===== config.mk =====
export PLATFORM = sky130hd
export DESIGN_NAME = rvfi_check_sequencer
export DESIGN_NICKNAME = d
export VERILOG_FILES = /design/src/rtl/rvfi_harness_pkg.sv /design/src/rtl/rvfi_stall_monitor.sv /design/src/rtl/rvfi_check_sequencer.sv
export SDC_FILE = /design/constraint.sdc
export NUM_CORES = 1
export LEC_CHECK = 0
export ABC_AREA = 1
export BUFFER_PORTS_ARGS = -buffer_cell sky130_fd_sc_hd__clkbuf_2
export CELL_PAD_IN_SITES_DETAIL_PLACEMENT = 0
export CELL_PAD_IN_SITES_GLOBAL_PLACEMENT = 1
export CORE_MARGIN = 3
export CORE_UTILIZATION = 43
export CTS_CLUSTER_SIZE = 25
export DETAILED_ROUTE_END_ITERATION = 6
export MAX_ROUTING_LAYER = met4
export PLACE_DENSITY_LB_ADDON = 0.08
export SYNTH_ARGS = -nofsm -noshare
export SYNTH_HDL_FRONTEND = slang
export SYNTH_SLANG_ARGS = --single-unit

===== constraint.sdc =====
create_clock -name clk -period 3 [get_ports clk]
set_input_delay 0.3 -clock clk [delete_from_list [all_inputs] [get_ports clk]]
set_output_delay 0.3 -clock clk [all_outputs]
set_load 0.005 [all_outputs]

===== src/rtl/rvfi_harness_pkg.sv =====
// Shared types and helpers for the RVFI harness sequencing blocks.
// Holds the reset-FSM state type, default timing constants and saturating arithmetic.
package rvfi_harness_pkg;

  typedef enum logic {
    RST_HOLD = 1'b0,
    RUN      = 1'b1
  } rst_state_e;

  localparam int DEFAULT_CHECK_CYCLE = 20;
  localparam int DEFAULT_MAX_WAIT    = 4;

  function automatic int unsigned popcount(input logic [31:0] vec);
    int unsigned n;
    n = 0;
    for (int i = 0; i < 32; i++) n += {31'b0, vec[i]};
    return n;
  endfunction

  // Adds inc to val and clamps at max_val instead of wrapping.
  function automatic int unsigned sat_inc(input int unsigned val, input int unsigned inc,
                                          input int unsigned max_val);
    return (val + inc >= max_val) ? max_val : val + inc;
  endfunction

endpackage


===== src/rtl/rvfi_stall_monitor.sv =====
// Tracks consecutive memory wait-states on one bus port and flags runs longer than MAX_WAIT.
// Kept separate so multi-port cores can instantiate one monitor per port.
module rvfi_stall_monitor
  import rvfi_harness_pkg::*;
#(
  parameter int MAX_WAIT = DEFAULT_MAX_WAIT
) (
  input  logic clk,
  input  logic resetn,
  input  logic run,
  input  logic mem_valid,
  input  logic mem_ready,
  output logic stall_run_over,
  output logic stall_viol
);

  localparam int WW = $clog2(MAX_WAIT + 2);

  logic [WW-1:0] wait_cnt;
  logic          stalled;

  assign stalled        = mem_valid && !mem_ready;
  // Fires on the first cycle past the permitted run, not on later ones (counter saturates above).
  assign stall_run_over = (wait_cnt == WW'(MAX_WAIT)) && stalled;

  always_ff @(posedge clk or negedge resetn) begin
    if (!resetn) begin
      wait_cnt   <= '0;
      stall_viol <= 1'b0;
    end else begin
      if (run && stalled) wait_cnt <= WW'(sat_inc(32'(wait_cnt), 1, MAX_WAIT + 1));
      else                wait_cnt <= '0;
      if (stall_run_over) stall_viol <= 1'b1;
    end
  end

endmodule


===== src/rtl/rvfi_check_sequencer.sv =====
// Sequences core reset release, counts cycles, opens the check window and gates RVFI retirements.
// Produces the env_ok constraint flag from stall and trap monitoring.
module rvfi_check_sequencer
  import rvfi_harness_pkg::*;
#(
  parameter int NRET        = 1,
  parameter int RST_CYCLES  = 1,
  parameter int CHECK_CYCLE = DEFAULT_CHECK_CYCLE,
  parameter int WINDOW      = 1,
  parameter int MAX_WAIT    = DEFAULT_MAX_WAIT,
  parameter int CW          = 8
) (
  input  logic            clk,
  input  logic            resetn,
  output logic            core_resetn,
  input  logic            trap,
  input  logic            mem_valid,
  input  logic            mem_ready,
  input  logic [NRET-1:0] rvfi_valid_in,
  output logic [NRET-1:0] rvfi_valid_out,
  output logic            check_en,
  output logic [CW-1:0]   cycle,
  output logic [7:0]      checked_cnt,
  output logic            stall_viol,
  output logic            trap_seen,
  output logic            env_ok,
  output logic            done
);

  localparam int RCW = (RST_CYCLES > 1) ? $clog2(RST_CYCLES) : 1;
  localparam logic [CW-1:0] CYCLE_MAX = '1;
  localparam logic [CW-1:0] WIN_LO    = CW'(CHECK_CYCLE);
  localparam logic [CW-1:0] WIN_HI    = CW'(CHECK_CYCLE + WINDOW - 1);

  rst_state_e     state_q, state_d;
  logic [RCW-1:0] rst_cnt_q, rst_cnt_d;
  logic           core_resetn_d;
  logic           run;
  logic [CW-1:0]  cycle_d;
  logic           check_en_d;
  logic [7:0]     checked_cnt_d;
  logic           stall_run_over;

  // NOTE: every signal assigned in this always_comb gets a default first, so no path can infer a latch.
  always_comb begin
    state_d       = state_q;
    rst_cnt_d     = rst_cnt_q;
    core_resetn_d = 1'b0;
    case (state_q)
      RST_HOLD: begin
        if (rst_cnt_q == RCW'(RST_CYCLES - 1)) state_d = RUN;
        else                                   rst_cnt_d = rst_cnt_q + RCW'(1);
      end
      RUN:      state_d = RUN;
      default:  state_d = RST_HOLD;
    endcase
    core_resetn_d = (state_d == RUN);
  end

  assign run     = (state_q == RUN);
  assign cycle_d = run ? CW'(sat_inc(32'(cycle), 1, 32'(CYCLE_MAX))) : cycle;

  // Registering against the upcoming cycle value aligns check_en with cycle itself.
  assign check_en_d = run && (cycle_d >= WIN_LO) && (cycle_d <= WIN_HI);

  // A plain AND forces the output to 0 whenever check_en is low, even with X on the input.
  assign rvfi_valid_out = rvfi_valid_in & {NRET{check_en}};
  assign checked_cnt_d  = 8'(sat_inc(32'(checked_cnt), popcount(32'(rvfi_valid_out)), 255));

  assign env_ok = !stall_viol && !trap_seen && !stall_run_over;

  // NOTE: sequential state uses non-blocking assignments so every register samples pre-edge values.
  always_ff @(posedge clk or negedge resetn) begin
    if (!resetn) begin
      state_q     <= RST_HOLD;
      rst_cnt_q   <= '0;
      core_resetn <= 1'b0;
      cycle       <= '0;
      check_en    <= 1'b0;
      checked_cnt <= '0;
      trap_seen   <= 1'b0;
      done        <= 1'b0;
    end else begin
      state_q     <= state_d;
      rst_cnt_q   <= rst_cnt_d;
      core_resetn <= core_resetn_d;
      cycle       <= cycle_d;
      check_en    <= check_en_d;
      checked_cnt <= checked_cnt_d;
      if (trap && run)              trap_seen <= 1'b1;
      if (check_en && !check_en_d)  done      <= 1'b1;
    end
  end

  rvfi_stall_monitor #(
    .MAX_WAIT(MAX_WAIT)
  ) u_stall_monitor (
    .clk           (clk),
    .resetn        (resetn),
    .run           (run),
    .mem_valid     (mem_valid),
    .mem_ready     (mem_ready),
    .stall_run_over(stall_run_over),
    .stall_viol    (stall_viol)
  );

endmodule


# After elaboration in Yosys (flattened, before gate mapping)
# Cells that the tools add are included.
# word_totals
register_bits	25
out_inout_bits	23
# classes
eq_ne	1
bitwise_logic	2
mux	8
magnitude_cmp	5
addsub	4
n_reduce_logical	14
# ops
op	count
8-bit two-way mux	3
9-bit by 8-bit greater-or-equal comparator with 1-bit output (second input constant)	2
8-bit by 1-bit adder with 9-bit output	1
8-bit by 1-bit adder with 9-bit output (second input constant)	1
1-bit logical AND	9
8-bit by 5-bit greater-or-equal comparator with 1-bit output (second input constant)	1
8-bit by 5-bit <= comparator with 1-bit output (second input constant)	1
3-bit two-way mux	2
1-bit zero test	5
3-bit by 1-bit adder with 4-bit output (second input constant)	1
4-bit by 3-bit greater-or-equal comparator with 1-bit output (second input constant)	1
3-bit equality test (second input constant)	1
1-bit two-way mux	2
1-bit case mux with 2 select lines	1
1-bit adder (second input constant)	1
1-bit AND	1
1-bit inverter	1

# Depth between registers and ports, before layout
# Gate-level depths: netlist (run 1).
# depth
ltp_word	9
ltp_mapped	14
depth_no_buf	14

# Cells and area by module
# A second synthesis (run 1) with hierarchy kept.
# unflattened
hier_cells	168
hier_area_um2	1372.6
# modules_own_cells
mod	n_inst	cells_per_inst	area_each_um2
rvfi_check_sequencer	1	143	1149.9
rvfi_stall_monitor	1	25	222.7

# Worst setup path after synthesis (run 1)
# No wires, ideal clock.
# synth_timing
kind	register to register
from	register cycle[0]
to	register done
required_ns	2.883
n_path_buf	0
stages_incl_launch_ff	13
arrival_ns	1.641
setup_ns	0.117
path_slack_ns	1.243
cell_sequence	dfrtp_1 -> ha_1 -> nand2_1 -> inv_2 -> a31oi_4 -> nand2_2 -> o21ai_2 -> inv_2 -> or2_1 -> nor2_1 -> nand2_1 -> nand2_1 -> nand2_1
# synth_via
elab_chain_cells	9
elab_cells_between_ends	10
cone_classes	1 x add/sub; 3 x order compare; 2 x mux; 4 x reduce/logical
# synth_lines
item	line	rtl
start, declared	rvfi_check_sequencer.sv:22	output logic [CW-1:0] cycle,
start signal, assigned	rvfi_check_sequencer.sv:87	cycle <= cycle_d;
8-bit by 1-bit adder with 9-bit output *	rvfi_harness_pkg.sv:23	return (val + inc >= max_val) ? max_val : val + inc;
9-bit by 8-bit greater-or-equal comparator with 1-bit output	rvfi_harness_pkg.sv:23	
8-bit two-way mux *	rvfi_harness_pkg.sv:23	
8-bit two-way mux *	rvfi_check_sequencer.sv:61	assign cycle_d = run ? CW'(sat_inc(32'(cycle), 1, 32'(CYCLE_MAX))) : cycle;
net cycle_d[6]	rvfi_check_sequencer.sv:39	logic [CW-1:0] cycle_d;
8-bit by 5-bit greater-or-equal comparator with 1-bit output	rvfi_check_sequencer.sv:64	assign check_en_d = run && (cycle_d >= WIN_LO) && (cycle_d <= WIN_HI);
1-bit logical AND	rvfi_check_sequencer.sv:64	
1-bit logical AND *	rvfi_check_sequencer.sv:64	
1-bit zero test *	rvfi_check_sequencer.sv:91	if (check_en && !check_en_d) done <= 1'b1;
1-bit logical AND *	rvfi_check_sequencer.sv:91	
end signal, assigned	rvfi_check_sequencer.sv:82	done <= 1'b0;
end signal, assigned	rvfi_check_sequencer.sv:91	
end, declared	rvfi_check_sequencer.sv:27	output logic done
# Mark *: on every way through the listed nets, which the timed path passes. The rest lies on a longest branch.
# A chain may end at the register's enable or synchronous reset.

# Worst setup path after layout (run 1)
# layout_timing
from	register cycle[0]
to	register done
# layout_via
elab_chain_cells	9
elab_cells_between_ends	10
cone_classes	1 x add/sub; 3 x order compare; 2 x mux; 4 x reduce/logical
# layout_lines
item	line
8-bit by 1-bit adder with 9-bit output	rvfi_harness_pkg.sv:23
9-bit by 8-bit greater-or-equal comparator with 1-bit output	rvfi_harness_pkg.sv:23
8-bit two-way mux	rvfi_harness_pkg.sv:23
8-bit two-way mux *	rvfi_check_sequencer.sv:61
8-bit by 5-bit greater-or-equal comparator with 1-bit output	rvfi_check_sequencer.sv:64
1-bit logical AND	rvfi_check_sequencer.sv:64
1-bit logical AND *	rvfi_check_sequencer.sv:64
1-bit zero test *	rvfi_check_sequencer.sv:91
1-bit logical AND *	rvfi_check_sequencer.sv:91
# Every way passes the cells marked *; elsewhere a longest branch is shown, timed or not.

==> flow_summary.toml, run 1 <==
[outcome]
status = "complete, no violations"

[worst_setup_path]
worstSetupStartpoint = "cycle[0]"
crit_end = "done"
max_stage_delay_ps = 460
crit_slowest_cell = "dfrtp_1"
r2r_setup_slack_ps = 1030
reg2regPathDepth = 12
cp_num_cells = 12
r2r-start = "cycle[0]"
crit_path_end_kind = "flop"
r2r_end = "done"
cp.required_ps = 3220
crit_chain = "inv_1 > ha_1 > o21bai_1 > nand3_1 > nor2_1 > nand3_2 > nand3_1 > nand3_1 > nor2_2 > nand2_1 > nand2_1 > nand2_1"
worst-path-max-fanout = 6
crit_buf_inv = 1
crit_family = "simple AND/OR/NAND/NOR gates"
crit_arrival_ps = 2190
path_class = "reg -> reg"
cp-start-kind = "flop"

[global_route]
grt_usage_pct = 17.3
grt_start_max_net_pins = 25
grt_pass1_wl_um = 5400
antenna_found_initial = 0
grt_pass1_vias = 1216
globalRouteOverflowTotal = 0

[detailed_routing]
dr_total_vias = 1146
via_per_inst = 4.74
initialDrtViolationCount = 52
drtPass1Iterations = 4
wl_per_cell_um = 11.9
routed_wl_um = 2870
drcViolationCount = 0
antenna_left = 0

[sta]
setup_violations = 0
rsz0062_at_grt = "no"
hold_violations = 0
final_max_slew_viol_count = 0
slew_headroom_pct = 59.4
fin_skew_ps = 5.63
tns_ps = 0
worstMarginPinSlew_ps = 609
finalCriticalPeriod_ps = 1970
fmax_mhz = 509
fin_crit_sh_pct = 65.5

[clock_tree]
clk_pin_slew_ps = 130
clockBufferDepth = 2
clk_latency_ps = 310
cts_buffers = 3
cts_tree = "built"
ctsHtreeMaxLevel = 1
cts_setup_buffers = 0
cts.repair.resized = 0
numClockSinks = 24
cts-root-buf = "clkbuf_4"
hold_buffers = 1

[synth]
synth-seq-area-share_pct = 43.1
synth-warning-count = 0
ys_types = 32
synth_area_um2 = 1390
syn_nets = 178
syn_area_per_cell_um2 = 8.39
synthCells = 166
ys_seq_elements = 24

[finish]
final_cell_mix = "34 x nand2_1, 28 x clkbuf_2, 27 x inv_1"
nNetsFinal = 211
drive_above_1_share_pct = 25.3
antenna_cells = 0
fin_cells = 242
final_common_cell = "nand2_1"
area_delta_synth_final_pct = 16.3

[worst_hold_path]
hp-class = "in -> reg"
min_from = "trap"

[die]
die_height_um = 62.9
io_pins = 29
core_um2 = 3080
start_util_pct = 45.2
dieArea_um2 = 3960
die_w_um = 62.9
fp-row-count = 20

[flow_run]
max_cap_violations = 0

[placed_design]
placed_cells = 237
port_buffers = 28
dp_hpwl_um = 2290
routabilityCongestion = 0.829

[pwr]
p_per_area_nw_per_um2 = 705
ir_drop_uv = 240
leakagePower_nw = 0.927
finalPower_mw = 1.14
synth_stat cells:
| master | instances | area, um2 |
|---|---|---|
| o21ai_0 | 1 | 5.00 |
| a31oi_4 | 1 | 21.3 |
| o21bai_1 | 4 | 30.0 |
| nor3_1 | 1 | 5.00 |
| dfrtp_1 | 24 | 601 |
| nand3_2 | 1 | 10.0 |
| a21o_1 | 1 | 7.51 |
| a41o_1 | 1 | 10.0 |
| buf_8 | 1 | 15.0 |
| nor2_1 | 14 | 52.6 |
| nor3b_2 | 1 | 12.5 |
| o21ai_1 | 1 | 5.00 |
| nor4_1 | 1 | 6.26 |
| a31oi_1 | 1 | 6.26 |
| ha_1 | 6 | 75.1 |
| o21ai_2 | 1 | 8.76 |
| a21oi_1 | 3 | 15.0 |
| nand2_2 | 5 | 31.3 |
| nand3_1 | 17 | 85.1 |
| nand2_1 | 34 | 128 |
| a31oi_2 | 1 | 12.5 |
| inv_2 | 2 | 7.51 |
| or2_2 | 2 | 12.5 |
| nor2_4 | 1 | 11.3 |
| xnor2_1 | 1 | 8.76 |
| nor2_2 | 2 | 12.5 |
| xor2_1 | 5 | 43.8 |
| or2_1 | 1 | 6.26 |
| nand3b_4 | 1 | 20.0 |
| inv_1 | 27 | 101 |
| nand3b_1 | 3 | 22.5 |
| conb_1 | 1 | 3.75 |
through the flow:
stage | hold slack, ps | setup WS [ps] | util, % | area, um2
final | 188 | 1030 | 52.6 | 1620
after global routing | 152 | 707 | 52.6 | 1620
after CTS | 166 | 1020 | 52.6 | 1620
after global placement | 337 | 1050 | 51.1 | 1570
after detailed placement | 342 | 1020 | 51.1 | 1570
after floorplan | 4.41 | 1240 | - | 1390
kinds of logic after synthesis:
family / after synthesis / share of synthesized area (%)
buffers and inverters: 30 / 8.89
AOI/OAI and AO/OA: 15 / 8.71
and+or+nand+nor: 84 / 29.8
DFF: 24 / 43.1
adders and majority gates: 6 / 5.39
other: 1 / 0.269
xor gates and xnor gates: 6 / 3.77
power by group:
part | switching [mW] | internal, mW | total, mW
Combinational | 0.319 | 0.200 | 0.519
Sequential | 0.0801 | 0.374 | 0.454
Clock | 0.0945 | 0.0741 | 0.169
worst min-delay path by stage:
stage                     cells past startpoint        end  slack, ps
final                                         2  trap_seen        190
after global routing                          2  trap_seen        150
after CTS                                     2  trap_seen        170
after detailed placement                      1   cycle[1]        340
after global placement                        1   cycle[1]        340
after floorplan                               0   check_en          4
flip-flops by register name (all words and copies together), names as in the netlist:
signal                      cells
trap_seen                       1
run                             1
u_stall_monitor.stall_viol      1
check_en                        1
u_stall_monitor.wait_cnt        3
checked_cnt                     8
done                            1
cycle                           8
metal layers:
layer	up-vias	GRT usage (%)	share of wire, %
li1	587	-	-
met1	540	21.0	46
met2	17	29.5	49
met3	2	2.52	3.7
met4	0	5.79	0.66
met5	-	-	0
layout make-up:
cell class,instances,area [um2]
Fill cell,311,1460
Clock buffer,4,36.3
Inverter,29,109
Timing Repair Buffer,29,150
Multi-Input combinational cell,112,668
Sequential cell,24,601
Tap cell,44,55.1
(Power assumes the default switching activity.)
==> run 2: changes to the inputs <==
Settings changed: CORE_UTILIZATION 43 to 36.
Clock period 3 ns to 1.77 ns, I/O delays scaled along.
==> run 2 against run 1 <==
Against the previous run:
- the flow now finishes with violations (setup timing)
- cell count increased by 12%
- total power is 130% higher
- register-to-register slack got worse by 1100 ps
- routed wire length rose by 14%
- fmax increased by 9.9%
- clock skew is essentially flat
- first-iteration DRC count down 25%
- non-clock buffer count increased by 28
- critical endpoint is now checked_cnt[3]
- largest cell class unchanged
- largest power group unchanged
- highest routed layer unchanged
==> flow_summary.toml, run 2 (same netlist as run 1, synthesis figures left out) <==
[worst_setup_path]
crit_chain = "nand2_1 > inv_2 > ha_4 > nand3_2 > nand3b_4 > nor3b_2 > xor2_1 > inv_1 > a31oi_4 > nand2_1"
cp-start-kind = "flop"
crit_arrival_ps = 1940
cp.required_ps = 1920
max_stage_delay_ps = 360
crit_path_end_kind = "flop"
worst-path-max-fanout = 6
crit_slowest_cell = "dfrtp_1"
cpMostUsedCell = "nand2_1"
path_class = "reg -> reg"
reg2regPathDepth = 10

[clock_tree]
cts_tree = "built"
clk_pin_slew_ps = 90
clockBufferDepth = 2
numClockSinks = 24
cts-root-buf = "clkbuf_8"
clk_latency_ps = 270
ctsHtreeMaxLevel = 1
cts_buffers = 3

[sta]
final_max_slew_viol_count = 0
finalCriticalPeriod_ps = 1790
holdWs_ps = 129
rsz0062_at_grt = "yes"
fin_skew_ps = 5.43
slew_headroom_pct = 59.7
setup_slack_ps = -18.8
setup_violations = 5
fmax_mhz = 559
hold_violations = 0
tns_ps = -50.7
worstMarginPinSlew_ps = 604
fin_crit_sh_pct = 101

[worst_hold_path]
hold_depth = 2
hp-class = "in -> reg"

[outcome]
failed_checks = "setup timing"
status = "finished, violations left"

[global_route]
antenna_found_initial = 0
grt_start_max_net_pins = 25
grt_pass1_wl_um = 5660
use_met3_pct = 3.45
globalRouteOverflowTotal = 0
met2_usage_pct = 27.0
top_usage_layer = "met2"
grtUsageMet1_pct = 20.7
grt_usage_pct = 16.4
grt_pass1_vias = 1286

[die]
die_height_um = 68.2
dieArea_um2 = 4650
io_pins = 29
die_w_um = 68.2
start_util_pct = 39.6
core_um2 = 3520
fp-row-count = 21

[finish]
finish.utilization_pct = 58.1
top_regs = "checked_cnt x8, cycle x8, u_stall_monitor.wait_cnt x3"
final_cell_mix = "28 x clkbuf_2, 27 x buf_4, 26 x nand2_1"
area_delta_synth_final_pct = 46.9
drive_above_1_share_pct = 49.6
final_common_cell = "clkbuf_2"
antenna_cells = 0
nNetsFinal = 239
nFillCells = 333

[pwr]
leakagePower_nw = 1.09
p_per_area_nw_per_um2 = 1310
finalPower_mw = 2.68
ir_drop_uv = 701

[detailed_routing]
routed_wl_um = 3280
via_per_inst = 4.67
antenna_left = 0
initialDrtViolationCount = 39
drcViolationCount = 0
drtPass1Iterations = 4
wl_per_cell_um = 12.1
dr_total_vias = 1269

[placed_design]
routabilityCongestion = 0.849
port_buffers = 28
dp_hpwl_um = 2480

[flow_run]
max_cap_violations = 0
run 2: changes by cell type in the layout (fill, tap and decap cells not counted), moves of 4 or more:
| cell | previous run | this run |
|---|---|---|
| dfrtp_1 | 24 | 20 |
| dfrtp_2 | 0 | 4 |
| nor2_1 | 14 | 9 |
| nor2_4 | 1 | 5 |
| nand3_1 | 17 | 8 |
| nand3_2 | 1 | 9 |
| nand2_2 | 5 | 12 |
| buf_4 | 0 | 27 |
| nand2_1 | 34 | 26 |
run 2: metrics by stage:
| step | cell area, um2 | instances | setup WS (ps) |
|---|---|---|---|
| CTS | 1920 | 272 | -55.0 |
| global placement | 1730 | 260 | -102 |
| global route | 2050 | 272 | -189 |
| finish | 2050 | 272 | -18.8 |
| detailed placement | 1730 | 260 | -162 |
| floorplan | 1390 | 166 | 12.9 |
run 2: critical path: cells and delay by family, from the launching register on:
family | cells | cell delay (ps)
buffers and inverters | 2 | 170
and+or+nand+nor | 5 | 580
adders and majority gates | 1 | 130
AOI/OAI and AO/OA | 1 | 220
DFF | 1 | 360
xor gates and xnor gates | 1 | 210
run 2: path summary, 6_finish.rpt:
kind                       startpoint              to  slack [ps]
min                              trap       trap_seen         130
min in group asynchronous      resetn        cycle[2]         440
max in group asynchronous      resetn        cycle[3]         900
min reg2reg                      done            done         490
max                          check_en  checked_cnt[3]         -20
max reg2reg                  check_en  checked_cnt[3]         -20
run 2: layer usage:
| layer | up-vias | wire, um | part of all wire (%) |
|---|---|---|---|
| met5 | - | 0 | 0 |
| met4 | 0 | 19 | 0.58 |
| met3 | 2 | 121 | 3.7 |
| met2 | 20 | 1580 | 48 |
| met1 | 607 | 1560 | 48 |
| li1 | 640 | - | - |
run 2: area by class of cell:
cell class	count	area (um2)	area share, %
Multi-Input combinational cell	112	850	41.5
Sequential cell	24	606	29.6
Timing Repair Buffer	57	364	17.8
Inverter	29	114	5.57
Tap cell	46	57.6	2.81
Clock buffer	4	55.1	2.69
run 2: power breakdown:
part | internal [mW] | leakage (nW) | switching (mW)
combinational | 0.726 | 0.772 | 0.787
sequential | 0.644 | 0.286 | 0.144
clock | 0.199 | 0.0288 | 0.176
total | 1.57 | 1.09 | 1.11
run 2: what timing repair did:
item / CTS / global route
gates cloned: 0 / 0
resized for setup: 17 / 29
hold buffers: 1 / 0
setup buffers: 7 / 2
setup endpoints to repair: 8 / 14
endpoints found under the hold margin: 24 / 0
pin swaps: 17 / 25
